File: src/rtl/player_cmd_sched_pkg.sv
// Package shared by the player command scheduler, the Player datapath and the
// top level.
//   - Default frame divider and defend budget values.
//   - Defend FSM state type.
//   - Small helper for sizing counters.
package player_cmd_sched_pkg;

  // 60 Hz frame steps from a 50 MHz system clock.
  localparam int unsigned FRAME_DIV_DFLT = 833_333;
  localparam int unsigned DEF_MAX_DFLT   = 30;
  localparam int unsigned DEF_COOL_DFLT  = 60;

  typedef enum logic [1:0] {
    DEF_READY  = 2'd0,
    DEF_ACTIVE = 2'd1,
    DEF_COOL   = 2'd2
  } def_state_e;

  function automatic int unsigned max_u(input int unsigned a, input int unsigned b);
    return (a > b) ? a : b;
  endfunction

endpackage

File: src/rtl/player_cmd_sched_frame.sv
// frame_tick: free-running divider that raises tick for one cycle every DIV
// clock cycles. Also used by the renderer's animation timer.
//   clk  in  : system clock
//   rst  in  : asynchronous active-high reset
//   tick out : high in the cycle where the counter sits at DIV-1
module frame_tick #(
  parameter int unsigned DIV = 4
) (
  input  logic clk,
  input  logic rst,
  output logic tick
);

  localparam int unsigned W = (DIV > 1) ? $clog2(DIV) : 1;
  localparam logic [W-1:0] LastCnt = W'(DIV - 1);

  logic [W-1:0] fcnt_q;

  always_ff @(posedge clk or posedge rst) begin
    if (rst) begin
      fcnt_q <= '0;
    end else if (fcnt_q == LastCnt) begin
      fcnt_q <= '0;
    end else begin
      fcnt_q <= fcnt_q + 1'b1;
    end
  end

  assign tick = (fcnt_q == LastCnt);

endmodule

File: src/rtl/player_cmd_sched.sv
// player_cmd_sched: per-player command scheduler. Collects button activity
// over a frame, resolves conflicts, applies the defend duration/cooldown
// budget and emits one cycle of cleaned commands alongside a step enable.
//   clk, rst                         : system clock, async active-high reset
//   key_right/left/jump/squat/defend : synchronised button levels
//   step                             : one-cycle frame pulse (Player enable)
//   right/left/jump/squat/defend     : resolved commands, valid with step only
//   def_ready                        : defend FSM is READY (HUD)
module player_cmd_sched #(
  parameter int unsigned FRAME_DIV = player_cmd_sched_pkg::FRAME_DIV_DFLT,
  parameter int unsigned DEF_MAX   = player_cmd_sched_pkg::DEF_MAX_DFLT,
  parameter int unsigned DEF_COOL  = player_cmd_sched_pkg::DEF_COOL_DFLT
) (
  input  logic clk,
  input  logic rst,
  input  logic key_right,
  input  logic key_left,
  input  logic key_jump,
  input  logic key_squat,
  input  logic key_defend,
  output logic step,
  output logic right,
  output logic left,
  output logic jump,
  output logic squat,
  output logic defend,
  output logic def_ready
);

  import player_cmd_sched_pkg::*;

  localparam int unsigned DW = $clog2(max_u(DEF_MAX, DEF_COOL) + 1);
  localparam logic [DW-1:0] DMaxC   = DW'(DEF_MAX);
  localparam logic [DW-1:0] DCoolC  = DW'(DEF_COOL);
  localparam logic [DW-1:0] DCoolM1 = DW'(DEF_COOL - 1);

  // Bit order: 0 right, 1 left, 2 jump, 3 squat, 4 defend.
  logic [4:0] keys;
  logic [4:0] lat_q;
  logic [4:0] acc;
  logic       step_cycle;
  logic       prev_jump_q;

  player_cmd_sched_pkg::def_state_e def_st_q, def_st_d;
  logic [DW-1:0] dcnt_q, dcnt_d;

  logic active_nx;
  logic right_c, left_c, jump_c, squat_c;

  frame_tick #(
    .DIV (FRAME_DIV)
  ) u_frame_tick (
    .clk  (clk),
    .rst  (rst),
    .tick (step_cycle)
  );

  assign keys = {key_defend, key_squat, key_jump, key_left, key_right};
  // Step-cycle sample is folded in so a press in that cycle is not lost.
  assign acc  = lat_q | keys;

  always_comb begin
    def_st_d = def_st_q;
    dcnt_d   = dcnt_q;
    case (def_st_q)
      player_cmd_sched_pkg::DEF_READY: begin
        if (acc[4]) begin
          def_st_d = player_cmd_sched_pkg::DEF_ACTIVE;
          dcnt_d   = DW'(1);
        end
      end
      player_cmd_sched_pkg::DEF_ACTIVE: begin
        if (!acc[4] || (dcnt_q == DMaxC)) begin
          def_st_d = player_cmd_sched_pkg::DEF_COOL;
          dcnt_d   = '0;
        end else begin
          dcnt_d = dcnt_q + 1'b1;
        end
      end
      player_cmd_sched_pkg::DEF_COOL: begin
        // Saturates so a long hold cannot wrap the counter.
        if (dcnt_q < DCoolC) begin
          dcnt_d = dcnt_q + 1'b1;
        end
        if ((dcnt_q >= DCoolM1) && !acc[4]) begin
          def_st_d = player_cmd_sched_pkg::DEF_READY;
          dcnt_d   = '0;
        end
      end
      default: begin
        def_st_d = player_cmd_sched_pkg::DEF_READY;
        dcnt_d   = '0;
      end
    endcase
  end

  // Blocking uses the state after this step's transition, matching defend.
  assign active_nx = (def_st_d == player_cmd_sched_pkg::DEF_ACTIVE);
  assign right_c   = acc[0] & ~acc[1] & ~active_nx;
  assign left_c    = acc[1] & ~acc[0] & ~active_nx;
  assign jump_c    = acc[2] & ~prev_jump_q & ~active_nx;
  assign squat_c   = acc[3] & ~jump_c;

  always_ff @(posedge clk or posedge rst) begin
    if (rst) begin
      lat_q       <= '0;
      prev_jump_q <= 1'b0;
      def_st_q    <= player_cmd_sched_pkg::DEF_READY;
      dcnt_q      <= '0;
      step        <= 1'b0;
      right       <= 1'b0;
      left        <= 1'b0;
      jump        <= 1'b0;
      squat       <= 1'b0;
      defend      <= 1'b0;
    end else begin
      step   <= step_cycle;
      right  <= step_cycle & right_c;
      left   <= step_cycle & left_c;
      jump   <= step_cycle & jump_c;
      squat  <= step_cycle & squat_c;
      defend <= step_cycle & active_nx;
      if (step_cycle) begin
        lat_q       <= '0;
        prev_jump_q <= acc[2];
        def_st_q    <= def_st_d;
        dcnt_q      <= dcnt_d;
      end else begin
        lat_q <= acc;
      end
    end
  end

  assign def_ready = (def_st_q == player_cmd_sched_pkg::DEF_READY);

endmodule

File: config.mk
export PLATFORM = sky130hd
export DESIGN_NAME = player_cmd_sched
export DESIGN_NICKNAME = d
export VERILOG_FILES = /design/src/rtl/player_cmd_sched_pkg.sv /design/src/rtl/player_cmd_sched_frame.sv /design/src/rtl/player_cmd_sched.sv
export SDC_FILE = /design/constraint.sdc
export NUM_CORES = 1
export LEC_CHECK = 0
export ABC_AREA = 1
export BUFFER_PORTS_ARGS = -buffer_cell sky130_fd_sc_hd__buf_2
export CORE_ASPECT_RATIO = 2
export CORE_MARGIN = 2
export CORE_UTILIZATION = 60
export DETAILED_ROUTE_END_ITERATION = 10
export PLACE_DENSITY = 0.81
export SYNTH_ARGS = -nofsm -noshare
export SYNTH_HDL_FRONTEND = slang
export SYNTH_HIERARCHICAL = 1
export SYNTH_SLANG_ARGS = --single-unit
File: constraint.sdc
create_clock -name clk -period 2.4 [get_ports clk]
set_input_delay 0.12 -clock clk [delete_from_list [all_inputs] [get_ports clk]]
set_output_delay 0.12 -clock clk [all_outputs]
set_load 0.01 [all_outputs]
==> results of run 1 <==
## power breakdown
group,leakage [nW],total (W),switching (W),internal [W]
logic,0.622,0.0000202,0.0000153,0.00000487
registers,0.503,0.000673,0.0000000000000000000643,0.000673
clock network,0.0583,0.000552,0.000239,0.000313
total,1.18,0.00125,0.000254,0.000991
## logic make-up (layout without fill, tap and decap cells)
logic type,count (synthesis),count (layout),share of synthesized area
AND/OR/NAND/NOR,187,187,0.393
flip-flops,40,40,0.441
buffers and inverters,39,58,0.0683
AO/OA/AOI/OAI,15,15,0.0336
XOR/XNOR,11,11,0.0424
adder cells (fa/ha/maj),4,4,0.0220
## area by class of cell
| type | instances | share of cell area |
|---|---|---|
| multi-input combinational | 217 | 0.445 |
| inverter | 36 | 0.0549 |
| clock buffer | 5 | 0.0274 |
| clock inverter | 3 | 0.0190 |
| sequential | 40 | 0.399 |
| tap | 49 | 0.0245 |
| timing repair buffer | 14 | 0.0299 |
## what timing repair did
action	4_1_cts	5_1_grt
hold endpoints to repair	32	0
hold buffers	1	0
gates resized for setup	0	0
## worst paths after layout
| check | startpoint | endpoint | slack (ns) | cells after the start |
|---|---|---|---|---|
| max | u_frame_tick/fcnt_q[0] | dcnt_q[4] | 0.53 | 10 |
| min | key_squat | lat_q[3] | 0.08 | 3 |
| max reg2reg | u_frame_tick/fcnt_q[0] | dcnt_q[4] | 0.53 | 10 |
| min reg2reg | prev_jump_q | jump | 0.47 | 1 |
| max in group asynchronous | rst | u_frame_tick/fcnt_q[0] | 1.39 | 3 |
| min in group asynchronous | rst | jump | 0.52 | 3 |
## Yosys cell counts
cell,n,share of area
inv_4,1,0.0028
nor2_4,4,0.020
nand2_2,10,0.028
nor3_1,4,0.0088
xnor2_1,1,0.0039
xor2_1,10,0.039
dfrtp_1,40,0.44
nand3_1,20,0.044
buf_4,1,0.0033
o21ai_1,3,0.0066
a21oi_1,5,0.011
ha_1,4,0.022
nor2_1,57,0.094
and2_0,1,0.0028
buf_2,2,0.0044
o21ai_0,6,0.013
inv_1,28,0.046
nand3_4,1,0.0077
nand4_1,5,0.014
or2_1,1,0.0028
and2_1,1,0.0028
inv_2,7,0.012
nand3_2,4,0.018
nor2_2,10,0.028
nand2_1,65,0.11
nand3b_1,1,0.0033
nor3_2,3,0.013
a31oi_1,1,0.0028
## routing by layer
| metal | track usage | part of all wire | up-vias |
|---|---|---|---|
| met5 | 0 | 0 | - |
| met1 | 0.257 | 0.34 | 893 |
| met2 | 0.493 | 0.62 | 26 |
| met4 | 0.125 | 0.036 | 0 |
| li1 | - | - | 955 |
| met3 | 0.0239 | 0.011 | 13 |
## registers in the layout, summed over array words and instances, names as in the netlist
name                 count
dcnt_q                   6
def_st_q                 2
defend                   1
jump                     1
lat_q                    5
left                     1
prev_jump_q              1
right                    1
squat                    1
step                     1
u_frame_tick/fcnt_q     20
## metrics by stage
stage	setup slack [ns]	std cells
3_3_place_gp	0.608	355
6_report	0.530	364
5_1_grt	0.384	364
4_1_cts	0.528	364
3_5_place_dp	0.544	355
2_1_floorplan	0.710	296
## worst max-delay path, cell delays in order (launching register included)
cell and delay, ns:
dfrtp_1 0.43, inv_2 0.10, ha_1 0.17, nand4_1 0.12, nor2_1 0.14, nand3_2 0.14, inv_2 0.29, nand3_4 0.17
inv_4 0.11, nand3_1 0.07, nand2_1 0.06
==> impl_metrics.csv, run 1 <==
group,metric,value,unit
outcome,status,"complete, no violations",
clocking,postCtsSetupBuffers,0,
min_path,hp-class,"in2reg",
yosys,synth_seq_cells,40,
global_routing,grt_pass1_wl,8390,µm
power_and_ir_drop,p_per_area,497,nW/µm²
timing,setup_tns,0,ns
yosys,syn-num-nets,307,
timing,slew_viol_final,0,
global_routing,gr-usage-all-layers,0.264,
clocking,path_clk_slew,0.08,ns
timing,fmax,535,MHz
run,cap_viol_max_count,0,
yosys,avgSynthCellArea,7.68,µm²
floorplan,die_w,47.5,µm
detailed_routing,drc,0,
cells_and_area,multi_input_area,1120,µm²
timing,hold_viol_final,0,
detailed_routing,drtAntennaViolNets,0,
yosys,synth_cells,296,
placement,io_buffers,13,
floorplan,initial_core_util,0.630,
global_routing,first_global_vias,2014,
clocking,clk_latency,0.29,ns
floorplan,pin_count,14,
yosys,yosysWarnings,6,
floorplan,design.die.area,4330,µm²
critical_path,arrival,2.10,ns
global_routing,grt_max_degree,21,
critical_path,cp.required,2.62,ns
floorplan,row_count,31,
clocking,cts_made_buffers,5,
global_routing,antenna_found_initial,0,
timing,tightest_slew,0.768,ns
cells_and_area,final_common_cell,"nand2_1",
cells_and_area,n_antenna_cell,0,
cells_and_area,fin_util,0.695,
detailed_routing,vias,1887,
detailed_routing,wirelength,4730,µm
timing,fin_crit_sh,0.779,
cells_and_area,areaGrowthSynthToFinish,10.4,%
timing,setup_viol,0,
power_and_ir_drop,ir_worst_vdd,0.479,mV
global_routing,grt-ovfl-total,0,
placement,gp_congestion,1.09,
timing,period_minus_slack,1.87,ns
cells_and_area,final_area,2510,µm²
clocking,clock_sinks,40,
yosys,synth.distinct_cells,28,
cells_and_area,layout.filler_cells,305,
timing,max_slew_margin,0.488,
cells_and_area,final_cell_mix,"65 x nand2_1, 57 x nor2_1, 40 x dfrtp_1",
clocking,cts-root-buf,"clkbuf_8",
critical_path,end_kind,"flip-flop",
clocking,cts_tree,"built",
detailed_routing,drtPass1Iterations,4,
cells_and_area,post_route_cells_drive_above_1_share,0.194,
cells_and_area,fin_nets,325,
detailed_routing,via_per_inst,5.18,
detailed_routing,drt_iter0_drc,49,
timing,fin_skew,0.00665,ns
placement,hpwl,3820,µm
critical_path,worstSetupPathType,"reg2reg",
floorplan,core,3610,µm²
critical_path,crit_path_start_kind,"flip-flop",
clocking,cts.path.max_buffers,2,
detailed_routing,drt-wirelength-per-cell,13.0,µm
critical_path,cp_max_fo,18,
timing,rsz0062_at_grt,"false",
placement,postPlaceCellArea,2380,µm²
timing,worst_hold_slack,0.0779,ns
cells_and_area,seqCellArea,1000,µm²
power_and_ir_drop,total_power,0.00125,W
power_and_ir_drop,p_leak,1.18,nW
yosys,synth.cell_area,2270,µm²
clocking,cts_htree_levels,2,
yosys,ys_seq_area_frac,0.441,
floorplan,die_h,91.0,µm
No activity file was read; power rests on OpenSTA's default activity.
==> run 2, diff against run 1 <==
Settings changed: ABC_AREA 1 to 0, CORE_UTILIZATION 60 to 53, PLACE_DENSITY 0.81 to 0.76.
Clock period 2.4 ns to 1.5 ns, I/O delays scaled along.
==> impl_metrics.csv, run 2 <==
group,metric,value,unit
yosys,synth_top_area_frac,0.510,
yosys,yosysMostFrequentCell,"dfrtp_1",
yosys,synth_xor_xnor_area_share,0.0669,
timing,fin_crit_sh,1.61,
cells_and_area,post_route_cells_drive_above_1_share,0.464,
critical_path,cp.required,1.70,ns
outcome,violations,"setup timing",
floorplan,initial_core_util,0.550,
yosys,synth_cells,192,
yosys,syn-num-nets,203,
yosys,synth_top_family_by_area,"simple AND/OR/NAND/NOR gates",
detailed_routing,via_per_inst,6.06,
clocking,cts_htree_levels,2,
critical_path,end_kind,"flip-flop",
yosys,synth.distinct_cells,44,
global_routing,grt_pass1_wl,10400,µm
cells_and_area,n_antenna_cell,0,
detailed_routing,drt-wirelength-per-cell,20.7,µm
critical_path,cp_max_fo,5,
floorplan,pin_count,14,
timing,fmax,414,MHz
clocking,path_clk_slew,0.09,ns
critical_path,arrival,2.62,ns
floorplan,die_h,90.1,µm
placement,dp.cells,294,
yosys,synth_edf_count,0,
timing,hold_viol_final,0,
power_and_ir_drop,swShare,0.223,
cells_and_area,stdcell_count,316,
yosys,synth-simple-area-share,0.233,
critical_path,worstSetupPathType,"reg2reg",
detailed_routing,wirelength,6550,µm
detailed_routing,drtAntennaViolNets,0,
timing,setup_viol,36,
outcome,status,"finished with violations",
detailed_routing,drt_iter0_drc,75,
floorplan,die_w,47.1,µm
clocking,cts-root-buf,"clkbuf_8",
clocking,cts_made_buffers,5,
power_and_ir_drop,intPower,0.00159,W
critical_path,crit_path_start_kind,"flip-flop",
floorplan,row_count,31,
placement,io_buffers,13,
floorplan,core,3570,µm²
floorplan,design.die.area,4240,µm²
clocking,clk_latency,0.30,ns
cells_and_area,fin_util,0.813,
yosys,ys_dominant_reg_cell,"dfrtp_1",
cells_and_area,reg.largest.list,"u_frame_tick/fcnt_q: 20 flops, dcnt_q: 6 flops, lat_q: 5 flops",
timing,fin_skew,0.00903,ns
clocking,cts.path.max_buffers,2,
timing,rsz0062_at_grt,"true",
global_routing,grt_max_degree,21,
cells_and_area,top_register,"u_frame_tick/fcnt_q",
power_and_ir_drop,comb_power_share,0.020,
clocking,cts_tree,"built",
yosys,netlist_top_cells_area,"dfrtp_1 51%, nor2_1 5.0%, xnor2_1 4.9%",
yosys,synth.cell_area,1960,µm²
cells_and_area,areaGrowthSynthToFinish,47.7,%
global_routing,antenna_found_initial,0,
cells_and_area,layout.filler_cells,197,
yosys,synth-compound-area-share,0.134,
power_and_ir_drop,power.share.clock,0.454,
detailed_routing,drtPass1Iterations,4,
timing,tightest_slew,0.760,ns
yosys,async_flop_share,1.00,
cells_and_area,largest_register_ff_count,20,
yosys,ys_top_cells_by_count,"40 x dfrtp_1, 26 x nor2_1, 11 x inv_1, 11 x nand2_1, 11 x xnor2_1",
run,cap_viol_max_count,0,
placement,gp_congestion,0.903,
power_and_ir_drop,ir_worst_vdd,0.906,mV
placement,hpwl,3960,µm
global_routing,grt-ovfl-total,0,
power_and_ir_drop,p_leak,1.31,nW
clocking,clock_sinks,40,
min_path,hp-class,"in2reg",
power_and_ir_drop,p_seq_frac,0.526,
yosys,avgSynthCellArea,10.2,µm²
yosys,synthAdderAreaFrac,0.0255,
global_routing,gr-usage-all-layers,0.346,
timing,max_slew_margin,0.493,
global_routing,first_global_vias,2245,
yosys,yosysWarnings,6,
yosys,yosysTopAreaCell,"dfrtp_1",
cells_and_area,final_cell_mix,"40 x dfrtp_1, 40 x buf_4, 17 x nor2_1",
yosys,synth_mux_area_frac,0,
timing,fin_ws,-0.917,ns
critical_path,rrSetupSlack,-0.92,ns
detailed_routing,vias,1916,
power_and_ir_drop,switching_power,0.000457,W
detailed_routing,drc,0,
power_and_ir_drop,p_per_area,706,nW/µm²
timing,period_minus_slack,2.42,ns
timing,slew_viol_final,0,
yosys,synth_seq_cells,40,
yosys,ys_seq_area_frac,0.510,
cells_and_area,fin_nets,277,
[run 2: cell families after synthesis]
group | Yosys count
XOR/XNOR | 15
buffers and inverters | 14
flip-flops | 40
adder cells (fa/ha/maj) | 4
AND/OR/NAND/NOR | 86
AO/OA/AOI/OAI | 33
[run 2: metrics by stage]
stage | hold slack, ns | instance area (µm²) | power [W] | TNS [ns] | setup slack, ns
2_1_floorplan | 0.0388 | 2000 | 0.00112 | -18.55 | -0.897
3_3_place_gp | 0.117 | 2420 | 0.00113 | -18.38 | -0.752
3_5_place_dp | 0.129 | 2420 | 0.00113 | -20.48 | -0.870
4_1_cts | 0.0348 | 2880 | 0.00203 | -21.98 | -0.816
5_1_grt | 0.0536 | 2900 | 0.00210 | -27.90 | -1.04
6_report | 0.0536 | 2900 | 0.00205 | -25.54 | -0.917
[run 2: metal layers]
layer | up-vias | GRT usage | part of all wire
met5 | - | 0 | 0
met4 | 0 | 0.231 | 0.070
met3 | 45 | 0.0703 | 0.035
met2 | 72 | 0.613 | 0.58
met1 | 964 | 0.313 | 0.31
li1 | 835 | - | -
[run 2: path summary, 6_finish.rpt]
path	from	endpoint	cells past startpoint
worst max-delay path	u_frame_tick/fcnt_q[11]	dcnt_q[2]	7
worst min-delay path	key_squat	lat_q[3]	3
worst max register to register	u_frame_tick/fcnt_q[11]	dcnt_q[2]	7
worst min register to register	lat_q[1]	right	1
max in group asynchronous	rst	dcnt_q[2]	3
min in group asynchronous	rst	u_frame_tick/fcnt_q[8]	4
[run 2: layout make-up]
type | instances | area (µm²) | share of cell area
clock buffers | 5 | 68.8 | 0.0237
clock inverters | 3 | 46.3 | 0.0160
inverters | 11 | 46.3 | 0.0160
multi-input cells | 138 | 1100 | 0.381
flip-flops and latches | 40 | 1000 | 0.345
well taps | 49 | 61.3 | 0.0211
repair buffers | 70 | 573 | 0.197
[run 2: power groups by stage]
stage               clock network (W)  logic [W]  registers (W)
CTS                          0.000911  0.0000408        0.00108
global placement                    0  0.0000328        0.00110
finish                       0.000930  0.0000416        0.00108
global route                 0.000972  0.0000471        0.00108
detailed placement                  0  0.0000341        0.00110
floorplan                           0  0.0000163        0.00110
[run 2: timing repair]
action | 4_1_cts | 5_1_grt
gates resized for setup | 50 | 19
gates cloned | 2 | 0
endpoints found under the hold margin | 42 | 0
buffers inserted | 9 | 10
hold buffers | 3 | 0
pin swaps | 16 | 7
setup endpoints to repair | 37 | 37
[run 2: critical path, cell delays in order, from the launching register on]
cell	delay [ns]
dfrtp_1	0.41
or4b_4	0.55
or4_4	0.46
nor3_4	0.17
o41ai_2	0.13
a41oi_2	0.23
o21ai_2	0.14
o311ai_2	0.23
